--- src/rtl/stream_width_downsizer.sv ---
// stream_width_downsizer: serializes one OUT_WIDTH*RATIO-bit word into RATIO
// narrow beats. The word's last flag is carried on its final beat only.
// Beats are registered, so there is no combinational in_data -> out_data path.
// The only combinational path is out_ready -> in_ready, which lets a new word
// load on the same edge the final beat leaves, so words follow without a gap.

module stream_width_downsizer #(
    parameter int OUT_WIDTH = 8,
    parameter int RATIO     = 4,
    parameter bit MSB_FIRST = 1'b0
) (
    input  logic                          clk,
    input  logic                          reset,
    input  logic [OUT_WIDTH*RATIO-1:0]    in_data,
    input  logic                          in_last,
    input  logic                          in_valid,
    output logic                          in_ready,
    output logic [OUT_WIDTH-1:0]          out_data,
    output logic                          out_last,
    output logic                          out_valid,
    input  logic                          out_ready
);

    localparam int IN_WIDTH = OUT_WIDTH * RATIO;
    localparam int IDX_W    = (RATIO > 1) ? $clog2(RATIO) : 1;
    localparam logic [IDX_W-1:0] LAST_IDX = IDX_W'(RATIO - 1);
    localparam logic [IDX_W-1:0] ZERO_IDX = {IDX_W{1'b0}};
    localparam logic [IDX_W-1:0] ONE_IDX  = IDX_W'(1);

    typedef enum logic [0:0] {
        EMPTY  = 1'b0,
        ACTIVE = 1'b1
    } state_t;

    state_t               state_r;
    logic [IDX_W-1:0]     idx_r;
    logic [IN_WIDTH-1:0]  word_r;
    logic                 last_r;
    logic                 past_reset_r;

    logic                 rx_s;
    logic                 tx_s;
    logic                 final_beat_s;
    logic [IDX_W-1:0]     next_idx_s;

    // Picks beat number 'beat' of a word, honouring the emission order.
    function automatic logic [OUT_WIDTH-1:0] slice_f(
        input logic [IN_WIDTH-1:0] word,
        input logic [IDX_W-1:0]    beat
    );
        int pos;
        pos = MSB_FIRST ? (RATIO - 1 - int'(beat)) : int'(beat);
        return word[pos*OUT_WIDTH +: OUT_WIDTH];
    endfunction

    assign rx_s         = in_valid && in_ready;
    assign tx_s         = out_valid && out_ready;
    assign final_beat_s = (idx_r == LAST_IDX);
    assign next_idx_s   = idx_r + ONE_IDX;

    // Accept when empty, or when the final beat leaves this very cycle.
    always_comb begin
        in_ready = 1'b0;
        if (past_reset_r) begin
            in_ready = 1'b0;
        end else if (state_r == EMPTY) begin
            in_ready = 1'b1;
        end else begin
            in_ready = final_beat_s && out_ready;
        end
    end

    // Keeps in_ready low for the first edge after reset is released.
    always_ff @(posedge clk or posedge reset) begin
        if (reset) begin
            past_reset_r <= 1'b1;
        end else begin
            past_reset_r <= 1'b0;
        end
    end

    // Beat sequencer: load a word, walk the beat index, register each beat.
    // Because in_ready is only high when empty or at a departing final beat,
    // an accepted word always means "load now".
    always_ff @(posedge clk or posedge reset) begin
        if (reset) begin
            state_r   <= EMPTY;
            idx_r     <= ZERO_IDX;
            word_r    <= {IN_WIDTH{1'b0}};
            last_r    <= 1'b0;
            out_data  <= {OUT_WIDTH{1'b0}};
            out_last  <= 1'b0;
            out_valid <= 1'b0;
        end else if (rx_s) begin
            state_r   <= ACTIVE;
            idx_r     <= ZERO_IDX;
            word_r    <= in_data;
            last_r    <= in_last;
            out_data  <= slice_f(in_data, ZERO_IDX);
            out_last  <= in_last && (LAST_IDX == ZERO_IDX);
            out_valid <= 1'b1;
        end else if (tx_s && final_beat_s) begin
            state_r   <= EMPTY;
            idx_r     <= ZERO_IDX;
            out_last  <= 1'b0;
            out_valid <= 1'b0;
        end else if (tx_s) begin
            idx_r     <= next_idx_s;
            out_data  <= slice_f(word_r, next_idx_s);
            out_last  <= last_r && (next_idx_s == LAST_IDX);
        end
    end

`ifdef FORMAL
    stream_width_downsizer_checker #(
        .OUT_WIDTH (OUT_WIDTH),
        .RATIO     (RATIO),
        .IDX_W     (IDX_W)
    ) u_checker (
        .clk       (clk),
        .reset     (reset),
        .in_valid  (in_valid),
        .in_ready  (in_ready),
        .in_last   (in_last),
        .out_valid (out_valid),
        .out_ready (out_ready),
        .out_data  (out_data),
        .out_last  (out_last),
        .active    (state_r == ACTIVE),
        .idx       (idx_r)
    );
`endif

endmodule

`ifdef FORMAL
// Property checker for stream_width_downsizer.
module stream_width_downsizer_checker #(
    parameter int OUT_WIDTH = 8,
    parameter int RATIO     = 4,
    parameter int IDX_W     = 2
) (
    input logic                 clk,
    input logic                 reset,
    input logic                 in_valid,
    input logic                 in_ready,
    input logic                 in_last,
    input logic                 out_valid,
    input logic                 out_ready,
    input logic [OUT_WIDTH-1:0] out_data,
    input logic                 out_last,
    input logic                 active,
    input logic [IDX_W-1:0]     idx
);
    logic [31:0] words_in_r;
    logic [31:0] beats_out_r;
    logic        cap_last_r;
    logic [31:0] remaining_s;

    assign remaining_s = active ? (32'(RATIO) - 32'(idx)) : 32'd0;

    // Counts accepted words and transferred beats, remembers the held last flag.
    always_ff @(posedge clk or posedge reset) begin
        if (reset) begin
            words_in_r  <= 32'd0;
            beats_out_r <= 32'd0;
            cap_last_r  <= 1'b0;
        end else begin
            if (in_valid && in_ready) begin
                words_in_r <= words_in_r + 32'd1;
                cap_last_r <= in_last;
            end
            if (out_valid && out_ready) begin
                beats_out_r <= beats_out_r + 32'd1;
            end
        end
    end

    a_conservation: assert property (@(posedge clk) disable iff (reset)
        beats_out_r == 32'(RATIO) * words_in_r - remaining_s);
    a_valid_active: assert property (@(posedge clk) disable iff (reset)
        out_valid |-> active);
    a_stable: assert property (@(posedge clk) disable iff (reset)
        (out_valid && !out_ready) |=> (out_valid && $stable(out_data)));
    a_last_final: assert property (@(posedge clk) disable iff (reset)
        (out_valid && out_ready && idx == IDX_W'(RATIO - 1)) |-> (out_last == cap_last_r));
    a_last_inner: assert property (@(posedge clk) disable iff (reset)
        (out_valid && out_ready && idx != IDX_W'(RATIO - 1)) |-> !out_last);
endmodule
`endif

--- config.mk ---
export PLATFORM = sky130hd
export DESIGN_NAME = stream_width_downsizer
export DESIGN_NICKNAME = d
export VERILOG_FILES = /design/src/rtl/stream_width_downsizer.sv
export SDC_FILE = /design/constraint.sdc
export NUM_CORES = 1
export LEC_CHECK = 0
export CORE_ASPECT_RATIO = 1.2
export CORE_MARGIN = 4
export CORE_UTILIZATION = 50
export CTS_CLUSTER_SIZE = 12
export DETAILED_ROUTE_END_ITERATION = 10
export GPL_TIMING_DRIVEN = 0
export PLACE_DENSITY = 0.91
export SYNTH_ARGS = -nofsm -noshare
export SYNTH_HDL_FRONTEND = slang
export SYNTH_SLANG_ARGS = --single-unit
export TNS_END_PERCENT = 50
--- constraint.sdc ---
create_clock -name clk -period 3.5 [get_ports clk]
set_input_delay 0.7 -clock clk [delete_from_list [all_inputs] [get_ports clk]]
set_output_delay 0.7 -clock clk [all_outputs]
set_load 0.005 [all_outputs]
Word-level counts from Yosys, hierarchy flattened
Cells that the tools add are included.
{ "classes": {"add_sub_neg": 1, "mul": 0, "div_mod_pow": 0, "n_lt_le_gt_ge": 0, "eq_ne": 3, "n_shift": 1, "muxes": 13, "bitwise_logic": 0, "reduce_logical": 9} }
{ "ops": {"columns": ["op", "count"], "rows": [
  ["32-bit by 6-bit indexed part select with 8-bit output", 1],
  ["8-bit two-way mux", 3],
  ["1-bit two-way mux", 7],
  ["2-bit two-way mux", 3],
  ["1-bit logical AND", 5],
  ["2-bit equality test (second input constant)", 2],
  ["2-bit nonzero test", 2],
  ["3-bit nonzero test", 1],
  ["2-bit by 1-bit adder with 2-bit output (second input constant)", 1],
  ["2-bit inequality test (second input constant)", 1],
  ["2-bit AND reduction", 1]
]} }
{ "word_totals": {"register_bits": 46, "latch_bits": 0, "ram_bits": 0, "mem_bits_ro": 0, "n_memories": 0} }

Depth between registers and ports, before layout
Gate-level depths: netlist (run 1).
{ "depth": {"ltp_word": 7, "mapped_depth": 7} }

Worst setup path after synthesis (run 1)
Ideal clock, no wire load.
{ "synth_timing": {"kind": "input-to-output", "startpoint": "input out_ready", "endpoint": "output in_ready", "t_arrival_ns": 1.264, "slack_ns": 1.536, "stages": 3, "cell_sequence": "a21bo_1 > clkbuf_1 > nor2b_1"} }
{ "synth_via": {"elab_chain_len": 3} }
{ "synth_rtl": {"columns": ["element", "line_no", "text"], "rows": [
  ["start: declaration", "21", "input logic out_ready"],
  ["1-bit logical AND", "69", "in_ready = final_beat_s && out_ready;"],
  ["1-bit two-way mux", "66", "end else if (state_r == EMPTY) begin"],
  ["1-bit two-way mux", "64", "if (past_reset_r) begin"],
  ["end: declaration", "17", "output logic in_ready,"]
]} }
Every way passes these cells.

Worst setup path after layout (run 1)
Ends and elaborated chain as after synthesis.

==> results.json, run 1 <==
{
  "status": "completed",
  "synthTopCellsByArea": "dfrtp_1 (53%), mux2_4 (17%), mux4_2 (8.4%)",
  "port_buffers": 47,
  "numCtsBuffers": 5,
  "arrival_ns": 2.50,
  "report.final.slew_viol_count": 0,
  "drtAntennaViolNets": 0,
  "fin_util_pct": 69.3,
  "grt_pass1_vias": 1510,
  "synthTopCellsByCount": "dfrtp_1 (45), mux2_4 (24), nand2_1 (21)",
  "synth-xor-area-share_pct": 0,
  "coreArea_mm2": 0.00404,
  "syn-num-nets": 194,
  "cap_violations": 0,
  "relSlewSlack_pct": 39.0,
  "hold_class": "flip-flop to flip-flop",
  "grt_pass1_wl_um": 7620,
  "drive_gt1_share_pct": 24.3,
  "yosys.cell_count.top_type": "dfrtp_1",
  "r2r_end": "out_data[6]",
  "cp-start-kind": "primary input",
  "drt_iter0_drc": 95,
  "first_pass_iters": 4,
  "ctsHoldBuffers": 0,
  "synthArstFlopShare_pct": 100,
  "die_w_um": 67.8,
  "ys_ff_latch": 46,
  "area_delta_synth_final_pct": 30.3,
  "cts_resized": 0,
  "fin_tns_setup_ns": 0,
  "path_class": "primary input to primary output",
  "synthFlopType": "dfrtp_1",
  "min_to": "word_r[29]",
  "cts.clk_slew.worst_paths_ns": 0.08,
  "met2_usage_pct": 32.0,
  "fp.dieArea_mm2": 0.00541,
  "vias_per_cell": 5.35,
  "grt_util_all_layers_pct": 19.7,
  "post-cts-setup-buffers": 0,
  "crit_path_frequent_cell": "clkdlybuf4s50_1",
  "htree_levels": 2,
  "clockBufferDepth": 2,
  "yosysWarnings": 0,
  "r2r-start": "idx_r[0]",
  "synth.mux.area_fraction_pct": 26.8,
  "worstPathMaxFanout": 10,
  "place_inst": 256,
  "die_height_um": 79.7,
  "min_period_ns": 3.20,
  "use_met1_pct": 24.2,
  "synth_cell_types": 26,
  "clock_skew_ns": 0.00743,
  "hold_slack_ns": 0.507,
  "synth_area_per_cell_um2": 13.8,
  "vias": 1412,
  "synth_area_mm2": 0.00214,
  "hold_start": "word_r[29]",
  "use_met3_pct": 5.49,
  "seq_area_frac_synth_pct": 53.7,
  "worstSetupEndpointType": "primary output",
  "gr-total-overflow": 0,
  "rrSetupSlack_ns": 1.35,
  "synth_top_area_share_pct": 52.5,
  "cts_tree": "built",
  "root_buffer": "clkbuf_8",
  "synth_edf_count": 0,
  "nets": 248,
  "finalCritPeriodShare_pct": 91.5,
  "tightestPinTransition_ns": 0.913,
  "synth-compound-area-share_pct": 6.30,
  "start_util_pct": 53.1,
  "final_cell_count_no_fill": 264,
  "drt-total-wl_um": 4670,
  "remaining_drc_errors": 0,
  "worstHoldPathCells": 1,
  "detailed_place_hpwl_um": 3380,
  "routabilityCongestion": 0.824,
  "cp.required_ns": 2.80,
  "power_density_mw_per_mm2": 834,
  "ioPinCount": 48,
  "wl_per_cell_um": 17.7,
  "hold_violations": 0,
  "diodes": 0,
  "synth_top_area_cell": "dfrtp_1",
  "synthCells": 155,
  "leakagePower_nw": 1.22,
  "rows": 25,
  "reg2reg_depth": 7,
  "cts_sinks": 46,
  "worst_skew_pair.late_latency_ns": 0.31,
  "grt_start_max_net_pins": 47,
  "slowest_stage": "clkdlybuf4s50_1",
  "path_cells": "clkdlybuf4s50_1 > a21bo_1 > clkbuf_1 > nor2b_1 > clkdlybuf4s50_1",
  "synth_top_family_by_area": "multiplexers",
  "antenna_found_initial": 0,
  "timing.fmax_mhz": 312,
  "synthAdderAreaFrac_pct": 1.17,
  "cp_slowest_stage_delay_ns": 0.52,
  "rsz0062_at_grt": "no",
  "grt-busiest-layer": "met2",
  "yosys.area_share.simple_pct": 7.06,
  "ir_drop_v": 0.000382,
  "setup_viol": 0
}
[critical path: cells and delay by family]
family                 cells  cell delay (ns)
buffers and inverters      3             1.44
AND/OR/NAND/NOR            1             0.20
AO/OA/AOI/OAI              1             0.16
[sequential cells by signal, indices dropped and copies added, names as in the netlist]
register	cells
state_r	1
last_r	1
past_reset_r	1
out_data	8
word_r	32
idx_r	2
out_last	1
[worst max-delay path by stage]
stage | slack [ns] | depth (start not counted) | endpoint | start
global route | 0.19 | 5 | in_ready | out_ready
global placement | 0.33 | 5 | in_ready | out_ready
CTS | 0.31 | 5 | in_ready | out_ready
detailed placement | 0.32 | 5 | in_ready | out_ready
finish | 0.30 | 5 | in_ready | out_ready
floorplan | 1.54 | 3 | in_ready | out_ready
[report_power, final]
part	internal [W]	leakage, nW	switching (W)
sequential	0.000790	0.554	0.000153
combinational	0.000615	0.610	0.000373
clock	0.000214	0.0585	0.000186
total	0.00162	1.22	0.000712
[through the flow]
step	total power, W	cell area (um^2)	worst slack (ns)
final	0.00233	2800	0.297
after detailed placement	0.00194	2680	0.320
after floorplan	0.00161	2140	1.54
after CTS	0.00234	2800	0.306
after global routing	0.00248	2800	0.191
after global placement	0.00188	2680	0.332
[layer usage]
layer | wire [um] | vias to the layer above
met5 | 0 | -
met4 | 106 | 0
met2 | 2450 | 39
met3 | 197 | 10
met1 | 1910 | 713
li1 | - | 650
[logic make-up (layout without fill, tap and decap cells)]
group,after synthesis,after routing
mux,35,35
compound gates,20,20
other cells,1,1
fa+ha+maj,2,2
buf+inv,18,73
simple gates,33,33
flops,46,46
[area by class of cell]
class	instances	area, um^2
Fill cell	287	1240
Sequential cell	46	1150
Multi-Input combinational cell	91	890
Timing Repair Buffer	47	470
Buffer	10	72.6
Clock buffer	5	68.8
Tap cell	54	67.6
Clock inverter	3	43.8
Inverter	8	30.0
[placed cells by master (no fill, tap or decap), drive strengths merged]
master and instances:
nand2 21, mux4 8, nor2b 2, conb 1, clkdlybuf4s50 47, nand3 6
a32oi 2, a21oi 1, o21ai 8, and3b 1, o32ai 1, o211ai 6
dfrtp 45, buf 9, bufinv 1, dfstp 1, inv 9, a31o 1
mux2 27, a21bo 1, nand3b 1, and2 1, nor3 1, ha 2
clkinv 1, clkbuf 6
Note: power is estimated with default switching activity, not from simulation.
==> inputs of run 2 (changes only) <==
--- a/config.mk
+++ b/config.mk
@@ -14,5 +14,6 @@
 export PLACE_DENSITY = 0.91
 export SYNTH_ARGS = -nofsm -noshare
 export SYNTH_HDL_FRONTEND = slang
+export SYNTH_HIERARCHICAL = 1
 export SYNTH_SLANG_ARGS = --single-unit
 export TNS_END_PERCENT = 50
==> results of run 2 <==
The final DEF is identical to that of run 1; final timing and power are the same.
Main changes from that run: Yosys warning count 0 -> 6
